==> config.mk <==
export PLATFORM = sky130hd
export DESIGN_NAME = eu_sequencer
export DESIGN_NICKNAME = d
export VERILOG_FILES = /design/src/rtl/eu_sequencer.sv
export SDC_FILE = /design/constraint.sdc
export NUM_CORES = 1
export LEC_CHECK = 0
export CORE_MARGIN = 2
export CORE_UTILIZATION = 45
export DETAILED_ROUTE_END_ITERATION = 10
export GPL_ROUTABILITY_DRIVEN = 0
export SYNTH_ARGS = -nofsm -noshare
export SYNTH_HDL_FRONTEND = slang
export SYNTH_SLANG_ARGS = --single-unit
==> constraint.sdc <==
create_clock -name clk -period 5.1 [get_ports clk]
set_input_delay 1.02 -clock clk [delete_from_list [all_inputs] [get_ports clk]]
set_output_delay 1.02 -clock clk [all_outputs]
set_load 0.01 [all_outputs]
==> src/rtl/eu_sequencer.sv <==
// Queues EU commands and runs each through parameter fetch, execute and response, one at a time.
// A per-EU tag cache skips the fetch when the EU already holds parameters from the same address.
module eu_sequencer #(
  parameter int NUM_EU     = 4,
  parameter int ADDR_W     = 24,
  parameter int FIFO_DEPTH = 4,
  parameter int TIMEOUT    = 4096
) (
  input  logic                      clk,
  input  logic                      rst_n,
  input  logic                      cmd_valid,
  output logic                      cmd_ready,
  input  logic [$clog2(NUM_EU)-1:0] cmd_eu,
  input  logic [ADDR_W-1:0]         cmd_addr,
  input  logic                      cmd_force,
  input  logic                      flush,
  output logic [NUM_EU-1:0]         eu_fetch,
  output logic [ADDR_W-1:0]         eu_fetch_addr,
  output logic [NUM_EU-1:0]         eu_exec,
  input  logic [NUM_EU-1:0]         eu_fetch_done,
  input  logic [NUM_EU-1:0]         eu_exec_done,
  output logic                      rsp_valid,
  output logic [$clog2(NUM_EU)-1:0] rsp_eu,
  output logic                      rsp_err,
  output logic                      busy
);

  localparam int EW    = $clog2(NUM_EU);
  localparam int PW    = $clog2(FIFO_DEPTH);
  localparam int CW    = PW + 1;
  localparam int TW    = $clog2(TIMEOUT) + 1;
  localparam int ENT_W = EW + ADDR_W + 1;

  localparam logic [2:0] IDLE  = 3'd0;
  localparam logic [2:0] FETCH = 3'd1;
  localparam logic [2:0] FWAIT = 3'd2;
  localparam logic [2:0] EXEC  = 3'd3;
  localparam logic [2:0] XWAIT = 3'd4;
  localparam logic [2:0] RESP  = 3'd5;

  logic [2:0]                          state_q, state_d;
  logic [FIFO_DEPTH-1:0][ENT_W-1:0]    mem_q, mem_d;
  logic [PW-1:0]                       wr_ptr_q, wr_ptr_d, rd_ptr_q, rd_ptr_d;
  logic [CW-1:0]                       count_q, count_d;
  logic [EW-1:0]                       cur_eu_q, cur_eu_d;
  logic [ADDR_W-1:0]                   addr_q, addr_d;
  logic [TW-1:0]                       timer_q, timer_d;
  logic                                err_q, err_d;
  logic [EW-1:0]                       rsp_eu_q, rsp_eu_d;
  logic [NUM_EU-1:0]                   valid_q, valid_d;
  logic [NUM_EU-1:0][ADDR_W-1:0]       tag_q, tag_d;

  logic              full, empty, push, pop;
  logic [ENT_W-1:0]  head;
  logic [EW-1:0]     head_eu;
  logic [ADDR_W-1:0] head_addr;
  logic              head_force, head_legal, hit;
  logic              fdone, xdone, timeout;

  assign full       = (count_q == CW'(FIFO_DEPTH));
  assign empty      = (count_q == '0);
  assign push       = cmd_valid && !full;
  assign pop        = (state_q == IDLE) && !empty;
  assign head       = mem_q[rd_ptr_q];
  assign head_eu    = head[ENT_W-1 -: EW];
  assign head_addr  = head[ADDR_W:1];
  assign head_force = head[0];
  assign head_legal = (32'(head_eu) < 32'(NUM_EU));
  // A flush in the pop cycle must turn a would-be hit into a miss.
  assign hit        = head_legal && valid_q[head_eu] && !flush &&
                      (tag_q[head_eu] == head_addr) && !head_force;
  assign fdone      = eu_fetch_done[cur_eu_q];
  assign xdone      = eu_exec_done[cur_eu_q];
  assign timeout    = (timer_q == TW'(TIMEOUT - 1));

  always_comb begin
    mem_d    = mem_q;
    wr_ptr_d = wr_ptr_q;
    rd_ptr_d = rd_ptr_q;
    count_d  = count_q;
    if (push) begin
      mem_d[wr_ptr_q] = {cmd_eu, cmd_addr, cmd_force};
      wr_ptr_d        = wr_ptr_q + PW'(1);
    end
    if (pop) begin
      rd_ptr_d = rd_ptr_q + PW'(1);
    end
    case ({push, pop})
      2'b10:   count_d = count_q + CW'(1);
      2'b01:   count_d = count_q - CW'(1);
      default: count_d = count_q;
    endcase
  end

  always_comb begin
    state_d  = state_q;
    cur_eu_d = cur_eu_q;
    addr_d   = addr_q;
    timer_d  = timer_q;
    err_d    = err_q;
    rsp_eu_d = rsp_eu_q;
    valid_d  = valid_q;
    tag_d    = tag_q;
    case (state_q)
      IDLE: begin
        if (!empty) begin
          cur_eu_d = head_eu;
          addr_d   = head_addr;
          err_d    = 1'b0;
          if (!head_legal) begin
            err_d    = 1'b1;
            rsp_eu_d = head_eu;
            state_d  = RESP;
          end else if (hit) begin
            state_d = EXEC;
          end else begin
            state_d = FETCH;
          end
        end
      end
      FETCH: begin
        timer_d = '0;
        state_d = FWAIT;
      end
      FWAIT: begin
        timer_d = timer_q + TW'(1);
        if (fdone) begin
          valid_d[cur_eu_q] = 1'b1;
          tag_d[cur_eu_q]   = addr_q;
          state_d           = EXEC;
        end else if (timeout) begin
          err_d             = 1'b1;
          valid_d[cur_eu_q] = 1'b0;
          rsp_eu_d          = cur_eu_q;
          state_d           = RESP;
        end
      end
      EXEC: begin
        timer_d = '0;
        state_d = XWAIT;
      end
      XWAIT: begin
        timer_d = timer_q + TW'(1);
        if (xdone) begin
          rsp_eu_d = cur_eu_q;
          state_d  = RESP;
        end else if (timeout) begin
          err_d             = 1'b1;
          valid_d[cur_eu_q] = 1'b0;
          rsp_eu_d          = cur_eu_q;
          state_d           = RESP;
        end
      end
      RESP:    state_d = IDLE;
      default: state_d = IDLE;
    endcase
    if (flush) begin
      valid_d = '0;
    end
  end

  always_ff @(posedge clk or negedge rst_n) begin
    if (!rst_n) begin
      state_q  <= IDLE;
      mem_q    <= '0;
      wr_ptr_q <= '0;
      rd_ptr_q <= '0;
      count_q  <= '0;
      cur_eu_q <= '0;
      addr_q   <= '0;
      timer_q  <= '0;
      err_q    <= 1'b0;
      rsp_eu_q <= '0;
      valid_q  <= '0;
      tag_q    <= '0;
    end else begin
      state_q  <= state_d;
      mem_q    <= mem_d;
      wr_ptr_q <= wr_ptr_d;
      rd_ptr_q <= rd_ptr_d;
      count_q  <= count_d;
      cur_eu_q <= cur_eu_d;
      addr_q   <= addr_d;
      timer_q  <= timer_d;
      err_q    <= err_d;
      rsp_eu_q <= rsp_eu_d;
      valid_q  <= valid_d;
      tag_q    <= tag_d;
    end
  end

  assign cmd_ready     = !full;
  assign eu_fetch      = (state_q == FETCH) ? (NUM_EU'(1) << cur_eu_q) : '0;
  assign eu_exec       = (state_q == EXEC)  ? (NUM_EU'(1) << cur_eu_q) : '0;
  assign eu_fetch_addr = addr_q;
  assign rsp_valid     = (state_q == RESP);
  assign rsp_err       = rsp_valid && err_q;
  assign rsp_eu        = rsp_eu_q;
  assign busy          = !empty || (state_q != IDLE);

endmodule

-- Yosys cells after proc, flatten, opt, wreduce, memory -nomap -nowiden
Index checks and enable logic that the tools add are counted.
- add/subtract/negate cells: 5
- magnitude comparators: 6
- eq/ne operators: 14
- shift operators: 1
- multiplexer cells: 42
- bitwise logic cells: 4
- reduce and logical (&&, ||, !) cells: 28
- operators by type and width (cell ; count):
    $bwmux W108 ; 1
    $bwmux W96 ; 1
    $bmux W27 S2 ; 1
    $demux W27 S2 ; 1
    $mux W27 ; 2
    $bmux W24 S2 ; 1
    $demux W24 S2 ; 1
    $mux W24 ; 2
    $pmux W13 S2 ; 1
    $eq A24 B24 Y1 ; 1
    $mux W4 ; 6
    $pmux W3 S5 ; 1
    $add A13 B1 Y13 const B ; 1
    $eq A13 B12 Y1 const B ; 1
    $lt A2 B3 Y1 const B ; 4
    $mux W3 ; 4
    $eq A3 B3 Y1 const B ; 3
    $reduce_bool A3 Y1 ; 3
    $logic_and A1 B1 Y1 ; 8
    $mux W1 ; 8
    $mux W2 ; 4
    $pmux W4 S2 ; 1
    $reduce_and A2 Y1 ; 4
    $bmux W1 S2 ; 3
    other kinds (25) ; 37
- register bits: 260
- bits of input ports: 39
- output and inout bits: 38
- logic and storage cells: 118

-- Longest topological paths before layout
Gate-level depths: netlist (run 1).
- depth in word-level cells: 10
- depth in mapped cells: 11
- mapped depth without buffers: 10

-- Worst setup path after synthesis (run 1)
OpenSTA, ideal clock, no wires.
- path type: input to register
- from: input eu_fetch_done[3]
- to: register tag_q[28] (netlist name)
- setup time: 0.125 ns
- arrival: 2.666 ns
- data required time: 4.975 ns
- path slack: 2.309 ns
- stages on the path: 7
- path buffers: 2
- cell sequence: mux4_2 inv_1 nor4_2 nand2b_1 clkbuf_1 clkbuf_1 mux2_2
- word-level cells in the longest chain between the ends: 3
- RTL lines (what ; RTL line ; RTL):
    start: declaration ; 20 ; input logic [NUM_EU-1:0] eu_fetch_done,
    $bmux W1 S2 ; 72 ; assign fdone = eu_fetch_done[cur_eu_q];
    $mux W1 (implied by the code) ; 72 ;
    $reduce_and A2 Y1 (no line) ; -- ;
    end signal: assignment ; 188 ; tag_q <= tag_d;
    end: declaration ; 51 ; logic [NUM_EU-1:0][ADDR_W-1:0] tag_q, tag_d;
No other way between the ends. The select of a mux whose other input is x is not followed.
A chain may end at the register's enable or synchronous reset.

-- Final worst setup path (run 1)
- from: register state_q[0]
- to: output eu_fetch[3]
- word-level cells in the longest chain between the ends: 2
- RTL lines (what ; RTL line ; RTL):
    start: declaration ; 41 ; logic [2:0] state_q, state_d;
    start signal: assignment ; 177 ; state_q <= state_d;
    $eq A3 B1 Y1 ; 193 ; assign eu_fetch = (state_q == FETCH) ? (NUM_EU'(1) << cur_eu_q) : '0;
    $mux W4 ; 193 ;
    end: declaration ; 17 ; output logic [NUM_EU-1:0] eu_fetch,
No other way between the ends.

==> results of run 1 <==
synth_stat cells (8+ instances only):
cell type	count	share of area
nor3_1	8	0.0033
inv_1	9	0.0028
a21oi_1	16	0.0067
nand4_1	9	0.0047
mux2i_1	58	0.048
nor2_1	20	0.0063
clkbuf_1	28	0.0088
nand2_1	27	0.0085
o21ai_0	20	0.0084
xor2_1	15	0.011
nand3_1	14	0.0059
mux2_2	233	0.22
dfrtp_1	260	0.54
mux4_2	33	0.062
metal layers:
layer,global-route usage,vias to the layer above
li1,-,3256
met2,0.327,141
met1,0.271,3831
met4,0.0465,0
met3,0.0255,39
met5,0,-
power by group through the flow:
stage               combinational [W]  sequential (W)  clock (W)
CTS                           0.00470         0.00375    0.00217
detailed placement            0.00468         0.00378          0
global placement              0.00458         0.00369          0
global route                  0.00500         0.00388    0.00226
floorplan                     0.00350         0.00352          0
finish                        0.00466         0.00374    0.00211
cell families after synthesis:
kind of cell / after synthesis / synth area share
multiplexers: 324 / 0.330
flip-flops: 260 / 0.543
AND/OR/NAND/NOR: 109 / 0.0465
AO/OA/AOI/OAI: 68 / 0.0370
buffers and inverters: 53 / 0.0212
XOR/XNOR: 20 / 0.0146
adder cells (fa/ha/maj): 7 / 0.00794
worst max-delay path: stages, from the launching register on:
cell and delay (ps):
dfrtp_1 570, nand2b_1 310, nor3_1 340, clkdlybuf4s50_1 590
worst paths after layout:
| kind | to | cells past startpoint | slack, ps |
|---|---|---|---|
| worst max-delay path | eu_fetch[3] | 3 | 1730 |
| worst min-delay path | mem_q[59] | 1 | 500 |
| worst max register to register | state_q[1] | 8 | 1820 |
| worst min register to register | mem_q[59] | 1 | 500 |
| max in group asynchronous | mem_q[94] | 2 | 3330 |
| min in group asynchronous | timer_q[4] | 1 | 530 |
registers in the layout, indices dropped and copies added (netlist names):
name and cells:
count_q 3, mem_q 108, err_q 1, rsp_eu 2, tag_q 96, cur_eu_q 2
valid_q 4, timer_q 13, eu_fetch_addr 24, state_q 3, rd_ptr_q 2, wr_ptr_q 2
area by class of cell:
type | instances | area, um2 | share of cell area
Clock buffer | 43 | 857 | 0.0610
Clock inverter | 9 | 131 | 0.00934
Inverter | 9 | 33.8 | 0.00240
Multi-Input combinational cell | 528 | 5220 | 0.371
Sequential cell | 260 | 6510 | 0.463
Tap cell | 335 | 419 | 0.0298
Timing Repair Buffer | 91 | 891 | 0.0634
metrics by stage:
step	hold slack, ps	instance area (um2)	util
after floorplan	446	12000	-
final	497	14100	0.538
after global routing	508	14100	0.538
after CTS	502	14100	0.538
after detailed placement	485	13100	0.500
after global placement	468	13100	0.500
==> qor.txt, run 1 <==
status - complete, but fails checks
violated checks - DRC
Hold Path Origin - mem_q[59]
initial core utilization - 0.458
setup ws final - 1730 ps
register area share after synthesis - 0.543
peak supply drop - 290 uV
Clock Power Share - 0.201
total congestion overflow - 0
Inst Count DP - 1223
Worst slew margin - 0.403
worst path required time - 4080 ps
max-cap viol count - 0
Pwr Total - 0.0105 W
clk_lat worst skew - 540 ps
Syn Area/Cell - 14.2 um2
clk buf depth - 3
H-tree depth - 1
Initial DRC Count - 389
Hold Violations, Final - 0
cell internal pwr - 0.00675 W
CTS Sinks - 260
r2r startpoint - rd_ptr_q[1]
Tmin final - 3370 ps
# IOs - 77
wire per inst - 20.8 um
Max Used Layer - met4
drt first pass iters - 7
Post-CTS Setup Bufs - 0
switching part of the total power - 0.358
crit start category - flip-flop
ratio of cells with drive above 1 in the final layout - 0.360
fmax - 296 MHz
kind of critical path - reg2out
Residual DRC - 6
Die Ht - 167 um
post-synthesis instance area - 12000 um2
Reg clk slew, reported paths - 60 ps
DP HPWL - 17.7 mm
Sequential Power Share - 0.356
Syn. warnings - 0
met1 wire length - 12.2 mm
Worst Hold Class - reg2reg
Num CTS Buffers - 28
metal2 WL - 12.8 mm
Final nets - 964
CTS resizes - 0
Hold-fix buffers, CTS - 0
number of global-route vias before repair - 7731
EDFF count, synth - 0
area grow syn2layout - 17.4%
non-filler cells, final - 1275
RSZ-0062 raised after global routing - false
row cnt - 59
Distinct cells, synth - 50
crit share post-route - 0.662
CP Max Fanout - 12
core box area - 26100 um2
Vias/cell - 5.70
leading cell type in the layout, fill and taps excluded - dfrtp_1
largest net degree at the start of global routing - 108
syn_nets - 887
first-pass GRT wire length - 43.2 mm
Synth Register Bits - 260
Routed Antenna Nets - 0
Slew Viols, Final - 0
prevailing post-synth register cell - dfrtp_1
CTS tree - yes
Final Skew - 6.14 ps
Worst Max-Slew Pin Slew - 896 ps
Synth async-reset ratio - 1.00
Worst setup EP type - output port
Mapped Cells - 841
initial antenna violation count - 0
Post-Place Worst Slack - 1510 ps
WL met3 - 1.03 mm
Filler Cells Inserted - 2191
Worst EP arrival - 2350 ps
final wirelength - 26.6 mm
Total Neg Setup Slack - 0 ps
most frequent cells in the layout - 259 x dfrtp_1, 233 x mux2_2, 75 x clkdlybuf4s50_1
Die Width - 167 um
die area - 27900 um2
combinational power share - 0.443
CP startpoint - state_q[0]
GR Util All Layers - 0.195
Final setup viols - 0
CTS root buffer - clkbuf_16
power density over the cells - 747 nW/um2
total number of vias - 7267
n_diodes - 0
Leakage - 6.18 nW
Port Buffers - 76
Switching Power - 0.00376 W
Note: power is estimated with default switching activity, not from simulation.
==> run 2, diff against run 1 <==
Settings changed: PLACE_DENSITY set to 0.66.
Clock period 5.1 ns to 2.74 ns, I/O delays scaled along.
==> run 2 against run 1 <==
Against the previous run:
- the run still ends with DRC left
- utilization is 1.2 points higher
- clock power grew 88%
- non-clock buffer count increased by 12
- setup slack lost 1600 ps
- total power rose by 89%
- sequential power grew 84%
- die area unchanged
- largest power group unchanged
==> qor.txt, run 2 (synthesized netlist as in run 1, its figures left out) <==
Routed Antenna Nets - 0 (unchanged)
Max Used Layer - met4
kind of critical path - reg2out
crit start category - flip-flop
core box area - 26100 um2 (unchanged)
crit share post-route - 0.968
Hold Path Origin - timer_q[12]
number of global-route vias before repair - 7289 (-5.7%)
Worst Hold Class - reg2reg
# IOs - 77 (unchanged)
power density over the cells - 1380 nW/um2 (+85%)
DP HPWL - 16.9 mm (-4.8%)
Reg with most FFs - mem_q
worst path required time - 2190 ps (-1890 ps)
Hold Violations, Final - 0 (unchanged)
Initial DRC Count - 483 (+24%)
violated checks - DRC
Final Skew - 6.92 ps (+0.773 ps)
Final Core Density - 0.550 (+0.0115)
initial core utilization - 0.458 (unchanged)
sequential cell area - 6510 um2 (about the same)
met1 wire length - 12.6 mm (+3.6%)
most frequent cells in the layout - 255 x dfrtp_1, 233 x mux2_2, 75 x clkdlybuf4s50_1
Final nets - 977 (+1.3%)
total number of vias - 7150 (-1.6%)
WHS - 485 ps (-12.6 ps)
first-pass GRT wire length - 41.7 mm (-3.4%)
initial antenna violation count - 0 (unchanged)
setup ws final - 87.2 ps (-1640 ps)
ratio of cells with drive above 1 in the final layout - 0.377 (+0.0178)
Worst slew margin - 0.579 (+0.177)
leading cell type in the layout, fill and taps excluded - dfrtp_1
final wirelength - 25.9 mm (-2.4%)
status - complete, but fails checks
CTS root buffer - clkbuf_16
Num CTS Buffers - 29 (+3.6%)
total congestion overflow - 0 (unchanged)
area grow syn2layout - 19.9%
H-tree depth - 1 (unchanged)
Filler Cells Inserted - 2182 (-0.41%)
WL met3 - 894 um (-13%)
max-cap viol count - 0 (unchanged)
metal2 WL - 11.9 mm (-7.3%)
max reg flops - 108 (unchanged)
Die Width - 167 um (unchanged)
drt first pass iters - 7 (unchanged)
Port Buffers - 76 (unchanged)
critical-path cell list - buf_4 > nor2b_1 > and3_1 > clkdlybuf4s50_1
row cnt - 59 (unchanged)
n_diodes - 0 (unchanged)
die area - 27900 um2 (unchanged)
Pwr Total - 0.0199 W (+89%)
clk buf depth - 3 (unchanged)
Final setup viols - 0 (unchanged)
RSZ-0062 raised after global routing - false
Residual DRC - 5 (-1)
area of the multi-input gates - 5240 um2 (+0.34%)
Total Neg Setup Slack - 0 ps (unchanged)
CP startpoint - state_q[0]
Leakage - 6.32 nW (+2.2%)
max incr delay on CP - 540 ps (-50 ps)
peak supply drop - 787 uV (+170%)
clk_lat worst skew - 550 ps (about the same)
slowest stage cell, crit path - clkdlybuf4s50_1
CP Max Fanout - 7 (-5)
CTS Sinks - 260 (unchanged)
Tmin final - 2650 ps
Worst Max-Slew Pin Slew - 631 ps (-265 ps)
Slew Viols, Final - 0 (unchanged)
largest net degree at the start of global routing - 80 (-26%)
Vias/cell - 5.55 (-2.7%)
fmax - 377 MHz
Reg clk slew, reported paths - 60 ps (about the same)
Worst setup EP type - output port
CTS tree - yes
Die Ht - 167 um (unchanged)
r2r startpoint - rd_ptr_q[0]
Worst EP arrival - 2100 ps (-250 ps)
wire per inst - 20.1 um (-3.5%)
Post-Place Worst Slack - 213 ps (-1300 ps)
GR Util All Layers - 0.188 (-0.00701)
[run 2: cell types whose count changed in the layout (fill, tap and decap cells not counted), moves of 4 or more]
cell	previous run	this run
clkbuf_8	10	6
buf_4	14	10
buf_12	1	15
dfrtp_2	1	5
dfrtp_1	259	255
[run 2: worst paths after layout]
kind	end	slack (ps)	depth (start not counted)
setup / recovery	rsp_err	90	4
hold / removal	timer_q[12]	480	1
setup reg to reg	state_q[1]	150	8
hold reg to reg	timer_q[12]	480	1
max in group asynchronous	state_q[1]	1400	3
min in group asynchronous	mem_q[28]	570	2
[run 2: final cells by class]
class | count | share of cell area
repair buffers | 103 | 0.0809
flip-flops and latches | 260 | 0.453
multi-input cells | 528 | 0.365
inverters | 9 | 0.00235
clock inverters | 15 | 0.0120
clock buffers | 39 | 0.0573
well taps | 335 | 0.0292
[run 2: per-layer routing]
metal	GRT usage	vias up
met1	0.282	3720
met2	0.292	113
met5	0	-
met4	0.0420	0
li1	-	3281
met3	0.0272	36
[run 2: per-stage QoR]
step                area [um2]  std cells
floorplan                12000        841
global placement         13300       1234
detailed placement       13300       1234
CTS                      14300       1289
global route             14400       1289
finish                   14400       1289
[run 2: power breakdown]
group	leakage [nW]	internal, W	switching, W
logic	2.61	0.00476	0.00422
clock network	0.489	0.00240	0.00158
registers	3.22	0.00567	0.00123
[run 2: timing repair]
action	in CTS	in global routing
pin swaps	0	0
setup buffers	0	0
resized for setup	3	6
hold buffers	1	0
hold endpoints to repair	4	0
endpoints found under the setup margin	4	6
[run 2: worst max-delay path, delay by kind of cell (launching register included)]
kind | cells | cell delay, ps
flops | 1 | 450
simple gates | 2 | 400
buf+inv | 2 | 720
==> run 3, diff against run 2 <==
Settings changed: CORE_MARGIN 2 to not set.
==> run 3 against run 2 <==
Against the previous run:
- the flow now finishes without violations
- design area about the same
- clock skew up 10 ps
- critical path type is now reg2reg
- sequential power about the same
- hold slack worse by 13 ps
- maximum frequency up 2.0%
- via count up 0.85%
- register-to-register slack about the same
- largest power group unchanged
- sequential share of layout area about the same
- die area down 2.4%
==> qor.txt, run 3 (synthesized netlist as in run 1, its figures left out) <==
status - finished clean
clk_lat worst skew - 560 ps (about the same)
worst reg2reg setup slack - 140 ps (about the same)
Worst Hold Class - in2async
Worst slew margin - 0.662 (+0.0822)
initial core utilization - 0.460 (+0.00130)
number of global-route vias before repair - 7375 (+1.2%)
row cnt - 59 (unchanged)
drt first pass iters - 4 (-3)
CTS Sinks - 260 (unchanged)
largest net degree at the start of global routing - 92 (+15%)
worst path required time - 3190 ps (+1000 ps)
CTS root buffer - clkbuf_16
r2r startpoint - rd_ptr_q[0]
Final nets - 981 (+0.41%)
Final Skew - 17.0 ps (+10.1 ps)
power density over the cells - 1390 nW/um2 (+0.69%)
Reg with most FFs - mem_q
CP Max Fanout - 27 (+20)
kind of critical path - reg2reg
max-cap viol count - 0 (unchanged)
Tmin final - 2600 ps (-51.3 ps)
R2R Path End - state_q[1]
Residual DRC - 0 (-5)
Num CTS Buffers - 29 (unchanged)
Hold Violations, Final - 0 (unchanged)
area grow syn2layout - 19.9% (about the same)
wire per inst - 20.2 um (+0.43%)
H-tree depth - 1 (unchanged)
Worst Max-Slew Pin Slew - 504 ps (-127 ps)
crit start category - flip-flop
initial antenna violation count - 0 (unchanged)
Die Width - 165 um (-1.2%)
Routed Antenna Nets - 0 (unchanged)
final wirelength - 26.1 mm (+0.66%)
n_diodes - 0 (unchanged)
Worst EP arrival - 3050 ps (+950 ps)
die area - 27300 um2 (-2.4%)
clk buf depth - 3 (unchanged)
leading cell type in the layout, fill and taps excluded - dfrtp_1
total number of vias - 7211 (+0.85%)
fmax - 384 MHz (+2.0%)
Port Buffers - 76 (unchanged)
CTS tree - yes
max reg flops - 108 (unchanged)
Worst setup EP type - flip-flop
path depth of the worst reg2reg path - 8 (unchanged)
Die Ht - 165 um (-1.2%)
Reg clk slew, reported paths - 60 ps (about the same)
Vias/cell - 5.58 (+0.62%)
ratio of cells with drive above 1 in the final layout - 0.375 (-0.00223)
Initial DRC Count - 434 (-10%)
Total Neg Setup Slack - 0 ps (unchanged)
crit share post-route - 0.949 (-0.0187)
total congestion overflow - 0 (unchanged)
Leakage - 6.34 nW (+0.29%)
Slew Viols, Final - 0 (unchanged)
Final setup viols - 0 (unchanged)
RSZ-0062 raised after global routing - false
first-pass GRT wire length - 42.0 mm (+0.71%)
DP HPWL - 17.2 mm (+2.0%)
Final Core Density - 0.551 (+0.00160)
# IOs - 77 (unchanged)
peak supply drop - 752 uV (-4.4%)
GR Util All Layers - 0.201 (+0.0130)
most frequent cells in the layout - 255 x dfrtp_1, 233 x mux2_2, 75 x clkdlybuf4s50_1
core box area - 26100 um2 (-0.28%)
==> run 3: cell count changes in the layout (fill, tap and decap cells not counted), moves of 2 or more <==
cell	change
clkbuf_8	+3
clkbuf_1	+2
buf_4	+6
clkinv_2	-3
clkinvlp_4	-3
==> run 3: per-stage QoR <==
stage | hold slack, ps | worst slack (ps) | area (um2) | total power, W | instances
2_1_floorplan | 252 | 400 | 12000 | 0.0131 | 841
3_3_place_gp | 462 | 63.0 | 13300 | 0.0159 | 1236
3_5_place_dp | 461 | 57.9 | 13300 | 0.0161 | 1236
4_1_cts | 457 | 4.88 | 14300 | 0.0201 | 1291
5_1_grt | 474 | 33.5 | 14400 | 0.0212 | 1292
6_report | 472 | 139 | 14400 | 0.0200 | 1292
==> run 3: where the power goes <==
| group | internal, W | switching [W] |
|---|---|---|
| clock network | 0.00239 | 0.00155 |
| registers | 0.00567 | 0.00121 |
| logic | 0.00483 | 0.00434 |
==> run 3: cell type report <==
cell class              instances  area (um2)
fillers                      2158       11700
flip-flops and latches        260        6510
multi-input cells             528        5230
repair buffers                107        1180
clock buffers                  44         872
well taps                     335         419
clock inverters                 9         116
inverters                       9        33.8
==> run 3: routing by layer <==
| metal | up-vias | wire, um | track usage |
|---|---|---|---|
| met5 | - | 0 | 0 |
| met4 | 0 | 471 | 0.0505 |
| met1 | 3765 | 12400 | 0.295 |
| met2 | 113 | 12300 | 0.313 |
| li1 | 3300 | - | - |
| met3 | 33 | 925 | 0.0282 |
==> run 3: worst max-delay path, cell delays in order, from the launching register on <==
cell and delay, ps:
dfrtp_2 420, mux4_2 570, buf_12 200, mux2i_1 180, a22oi_1 220, o21ai_1 130
o41ai_2 360, nand3_1 150, o31ai_2 260
==> run 3: repair_timing <==
action / CTS / global route
pin swaps: 0 / 1
endpoints found under the hold margin: 37 / 0
setup buffers: 1 / 1
resized for setup: 2 / 5
endpoints found under the setup margin: 4 / 6
hold buffers: 1 / 0
==> run 3: worst max-delay path by stage <==
stage,start,endpoint,slack (ps),cells past startpoint
2_1_floorplan,state_q[2],count_q[2],400,9
4_1_cts,rd_ptr_q[0],state_q[1],5,8
5_1_grt,rd_ptr_q[0],state_q[1],30,8
3_5_place_dp,rd_ptr_q[0],state_q[1],60,8
6_report,rd_ptr_q[0],state_q[1],140,8
3_3_place_gp,rd_ptr_q[0],state_q[1],60,8
